==> config.mk <==
export PLATFORM = sky130hd
export DESIGN_NAME = hazard_stall_ctrl
export DESIGN_NICKNAME = d
export VERILOG_FILES = /design/src/rtl/hazard_stall_ctrl.sv
export SDC_FILE = /design/constraint.sdc
export NUM_CORES = 1
export LEC_CHECK = 0
export BUFFER_PORTS_ARGS = -buffer_cell sky130_fd_sc_hd__buf_2
export CORE_MARGIN = 4
export CORE_UTILIZATION = 35
export DETAILED_ROUTE_END_ITERATION = 8
export PLACE_DENSITY = 0.68
export SLEW_MARGIN = 20
export SYNTH_ARGS = -nofsm -noshare
export SYNTH_HDL_FRONTEND = slang
export SYNTH_SLANG_ARGS = --single-unit
==> constraint.sdc <==
create_clock -name clk -period 2.5 [get_ports clk]
set_input_delay 0.375 -clock clk [delete_from_list [all_inputs] [get_ports clk]]
set_output_delay 0.375 -clock clk [all_outputs]
set_load 0.005 [all_outputs]
==> src/rtl/hazard_stall_ctrl.sv <==
// rtl/hazard_stall_ctrl.sv - D-stage stall control from Tuse/Tnew hazards and MDU busy sequencing
// Optional stall cycle counter port enabled by HAZARD_STALL_CNT_EN.
module hazard_stall_ctrl #(
  parameter int MULT_CYCLES = 5,
  parameter int DIV_CYCLES  = 10
) (
  input  logic       clk,
  input  logic       reset,
  input  logic [4:0] D_rs,
  input  logic [4:0] D_rt,
  input  logic [1:0] D_Tuse_rs,
  input  logic [1:0] D_Tuse_rt,
  input  logic       D_is_md,
  input  logic [4:0] E_A3,
  input  logic [4:0] M_A3,
  input  logic [1:0] E_Tnew,
  input  logic [1:0] M_Tnew,
  input  logic       E_start,
  input  logic       E_is_div,
  output logic       stall,
  output logic       F_PC_WE,
  output logic       D_REG_WE,
  output logic       E_REG_clr,
  output logic       md_busy
`ifdef HAZARD_STALL_CNT_EN
  ,
  output logic [31:0] stall_cnt
`endif
);

  localparam logic [3:0] MULT_N = 4'(MULT_CYCLES);
  localparam logic [3:0] DIV_N  = 4'(DIV_CYCLES);

  logic [3:0] cnt;
  logic       stall_rs;
  logic       stall_rt;
  logic       md_stall;

  // A start is only honoured from idle; a start during a busy period is dropped.
  always_ff @(posedge clk) begin
    if (reset) begin
      cnt <= 4'd0;
    end else if (cnt != 4'd0) begin
      cnt <= cnt - 4'd1;
    end else if (E_start) begin
      cnt <= E_is_div ? DIV_N : MULT_N;
    end
  end

  always_comb begin
    stall_rs = ((D_rs != 5'd0) && (D_rs == E_A3) && (D_Tuse_rs < E_Tnew)) ||
               ((D_rs != 5'd0) && (D_rs == M_A3) && (D_Tuse_rs < M_Tnew));
    stall_rt = ((D_rt != 5'd0) && (D_rt == E_A3) && (D_Tuse_rt < E_Tnew)) ||
               ((D_rt != 5'd0) && (D_rt == M_A3) && (D_Tuse_rt < M_Tnew));
    md_busy   = (cnt != 4'd0);
    md_stall  = D_is_md && (E_start || md_busy);
    stall     = stall_rs || stall_rt || md_stall;
    F_PC_WE   = ~stall;
    D_REG_WE  = ~stall;
    E_REG_clr = stall;
  end

`ifdef HAZARD_STALL_CNT_EN
  always_ff @(posedge clk) begin
    if (reset) begin
      stall_cnt <= 32'd0;
    end else if (stall) begin
      stall_cnt <= stall_cnt + 32'd1;
    end
  end
`endif

endmodule
## Yosys cells after proc, flatten, opt, wreduce, memory -nomap -nowiden

Index checks and enable logic that the tools add are counted.

| operators by class | value |
|---|---|
| add/subtract/negate cells | 1 |
| order comparisons | 4 |
| equality and inequality tests | 4 |
| muxes and demuxes | 3 |
| bitwise logic cells | 1 |
| reduce and logical (&&, ||, !) cells | 18 |

Operator list:

| kind | count |
|---|---|
| 5-bit equality test | 4 |
| 4-bit two-way mux | 3 |
| 5-bit nonzero test | 2 |
| 1-bit logical AND | 9 |
| 2-bit less-than comparator | 4 |
| 1-bit logical OR | 5 |
| 4-bit nonzero test | 1 |
| 4-bit by 1-bit subtractor with 4-bit output (second input constant) | 1 |
| 2-bit nonzero test | 1 |
| 1-bit inverter | 1 |

| storage, ports and cells | value |
|---|---|
| flip-flop bits (word level) | 4 |
| input bits | 33 |
| output and inout port bits | 5 |
| logic and storage cells | 32 |

## Longest topological paths before layout

| depth | value |
|---|---|
| word-level depth | 7 |
| gate-level depth with buffers | 7 |

## Least setup slack after synthesis

Ideal clock, no wire load.

| path | value |
|---|---|
| path kind | input-to-output |
| start | input E_Tnew[1] |
| end | output F_PC_WE |
| data arrival time | 1,560 ps |
| required time | 2,125 ps |
| path slack | 565 ps |
| cell stages on the path | 7 |
| path through | inv_1 -> ha_1 -> a2111oi_4 -> nand4_1 -> o2bb2ai_1 -> and3_1 -> buf_4 |

| on the way | value |
|---|---|
| longest elaborated chain between the ends | 6 |
| elaborated cells on any way between the ends | 9 |

Ends and longest elaborated chain:

| element | line | RTL |
|---|---|---|
| start: declaration | 16 | `input logic [1:0] E_Tnew,` |
| 2-bit less-than comparator, on equally long branches | 51, 53 |  |
| 1-bit logical AND, on equally long branches | 51, 53 |  |
| 1-bit logical OR, on equally long branches | 51, 53 |  |
| 1-bit logical OR (*) (2 in a row) | 57 | `stall = stall_rs \|\| stall_rt \|\| md_stall;` |
| 1-bit inverter (*) | n/a |  |
| end: declaration | 21 | `output logic F_PC_WE,` |

Mark *: on every way between the ends. The rest lies on a longest branch, timed or not.

## Worst setup path after layout

| path | value |
|---|---|
| start | input D_Tuse_rs[1] |
| end | output D_REG_WE |

| on the way | value |
|---|---|
| longest elaborated chain between the ends | 6 |
| elaborated cells on any way between the ends | 8 |

Ends and longest elaborated chain:

| element | line | RTL |
|---|---|---|
| start: declaration | 11 | `input logic [1:0] D_Tuse_rs,` |
| 2-bit less-than comparator, on equally long branches | 51, 52 |  |
| 1-bit logical AND, on equally long branches | 51, 52 |  |
| 1-bit logical OR (*) | 51 | `stall_rs = ((D_rs != 5'd0) && (D_rs == E_A3) && (D_Tuse_rs < E_Tnew)) \|\|` |
| 1-bit logical OR (*) (2 in a row) | 57 |  |
| 1-bit inverter (*) | 59 | `D_REG_WE = ~stall;` |
| end: declaration | 22 | `output logic D_REG_WE,` |

Marked as above.

==> impl_metrics.ini <==
[outcome]
status = finished, final reports clean

[timing]
finalCritPeriodShare = 0.848
fin_tns_setup_ns = 0
drv_slew = 0
hold_violations = 0
holdWs_ns = 0.343
max_slew_margin = 0.737
finalCriticalPeriod_ns = 2.12
worst_pin_slew_ns = 0.385
rsz0062_at_grt = false
setup-violations-final = 0
fin_worst_skew_ns = 0.00228
max_freq_mhz = 472

[synthesis]
yosysWarnings = 0
netlist_area_um2 = 602
syn_area_per_cell_um2 = 8.48
synth_seq_cells = 4
ys_types = 21
ys_seq_area_frac = 0.133
synth_nets = 110
synthCells = 71

[cts]
cts_made_buffers = 3
cts.clk_slew.worst_paths_ns = 0.04
clock_sinks = 4
cts.htree.levels = 1
postCtsHoldBufs = 0
clock_latency_ns = 0.24
root_buffer = clkbuf_4
ctsResizeCount = 0
cts_tree = yes
cts_setup_buffers = 0
cts_buffer_depth = 2

[placement]
io_buffers = 37
gp_congestion = 0.795
post_dp_cell_area_um2 = 792

[floorplanning]
ios = 38
row_count = 14
core_area_um2 = 1560
die_w_um = 49.5
start_util = 0.386
dieArea_um2 = 2450
die_h_um = 49.5

[setup_path]
required_ns = 2.12
critPathMaxStageDelay_ns = 0.33
cp-startpoint = D_Tuse_rs[1]
r2r_slack_ns = 1.23
cp-end-kind = primary output
path_max_fanout = 2
cp.arrival_ns = 1.74
critPathMostFrequentCell = buf_2
slowest_stage = ha_1
rr_startpoint = cnt[0]
r2r_cells = 6
crit_chain = buf_2 > ha_1 > a2111oi_4 > nand4_1 > o2bb2ai_1 > and3_1 > buf_2
reg2reg_to = cnt[0]
critPathKind = in -> out
startpoint_type = input pin

[min_path]
hp-start = reset
whs_path_depth = 2
hp-class = in -> reg
worst_hold_path.endpoint = cnt[1]

[routing]
vias = 644
first_iter_violations = 13
dr.pass1.iters = 4
routed_wl_um = 1730
wl_per_cell_um = 13.8
vias_per_cell = 5.15
drc = 0
drt.antenna.violating_nets = 0

[run]
cap_violations = 0

[final_layout]
fin_util = 0.522
drive_above_1_share = 0.376
area_growth_pct = 35.3
n_fill_cell = 155
largest_reg_flops = 4
diodes = 0
layout_commonest_cell = buf_2
final_cell_mix = buf_2, xnor2_1, xor2_1, inv_1, ha_1
nNetsFinal = 150
multi_input_area_um2 = 484
reg_top3 = cnt (4)
regMostFlops = cnt
regArea_um2 = 80.1
fin_area_um2 = 815

[pwr]
p_total_w = 0.000455
leakage_nw = 0.378
powerDensity_nw_per_um2 = 559
peakVddDrop_mv = 0.217

[global_route]
antenna_found_initial = 0
first_global_vias = 625
grt_first_pass_wirelength_um = 2730
grt_usage = 0.144
grt_max_degree = 9
grt_overflow = 0
how the worst max path moves through the flow:
stage / to / slack (ns) / cells after the start
2_1_floorplan: F_PC_WE / 0.57 / 7
3_3_place_gp: F_PC_WE / 0.37 / 8
3_5_place_dp: D_REG_WE / 0.37 / 8
4_1_cts: D_REG_WE / 0.36 / 8
5_1_grt: D_REG_WE / 0.20 / 8
6_report: D_REG_WE / 0.38 / 7
worst max-delay path, delay by kind of cell:
family,cells,cell delay [ns]
AOI/OAI and AO/OA,2,0.48
adders and majority gates,1,0.33
and+or+nand+nor,2,0.32
buffers and inverters,2,0.23
routing by layer:
metal | GRT usage | vias to the layer above | wire, um
met1 | 0.180 | 284 | 766
met4 | 0.0691 | 0 | 28
met5 | 0 | - | 0
met3 | 0.0211 | 3 | 86
li1 | - | 330 | -
met2 | 0.239 | 27 | 847
through the flow:
stage | std cells | worst slack (ns)
2_1_floorplan | 71 | 0.565
3_3_place_gp | 122 | 0.367
3_5_place_dp | 122 | 0.365
4_1_cts | 125 | 0.364
5_1_grt | 125 | 0.202
6_report | 125 | 0.380
report_power, final:
group,switching [W],leakage [nW],internal (W)
Sequential,0.0000188,0.0334,0.0000914
Combinational,0.000135,0.331,0.000124
Clock,0.0000312,0.0138,0.0000540
Total,0.000186,0.378,0.000270
logic make-up after synthesis:
family / count (synthesis) / synth area share
xor gates and xnor gates: 22 / 0.320
and+or+nand+nor: 17 / 0.160
AOI/OAI and AO/OA: 14 / 0.200
buffers and inverters: 8 / 0.0624
adders and majority gates: 6 / 0.125
DFF: 4 / 0.133
cells in the mapped netlist (all sizes together):
cell type / instances / area share
o21ai: 2 / 0.017
nand4: 4 / 0.042
dfxtp: 4 / 0.13
nand2: 1 / 0.0062
a21oi: 2 / 0.017
o2bb2ai: 2 / 0.029
and3: 1 / 0.010
nor3: 1 / 0.0083
nor2: 3 / 0.019
xor2: 9 / 0.13
a2111oi: 3 / 0.075
nand2b: 3 / 0.031
a211oi: 5 / 0.062
ha: 6 / 0.12
or4: 2 / 0.025
inv: 6 / 0.037
nor4: 1 / 0.010
xnor2: 13 / 0.19
nand3: 1 / 0.0083
buf: 2 / 0.025
final cells by class:
class,count,share of cell area
Clock buffer,3,0.0276
Inverter,6,0.0276
Multi-Input combinational cell,59,0.594
Sequential cell,4,0.0983
Tap cell,16,0.0246
Timing Repair Buffer,37,0.227
(Power assumes the default switching activity.)
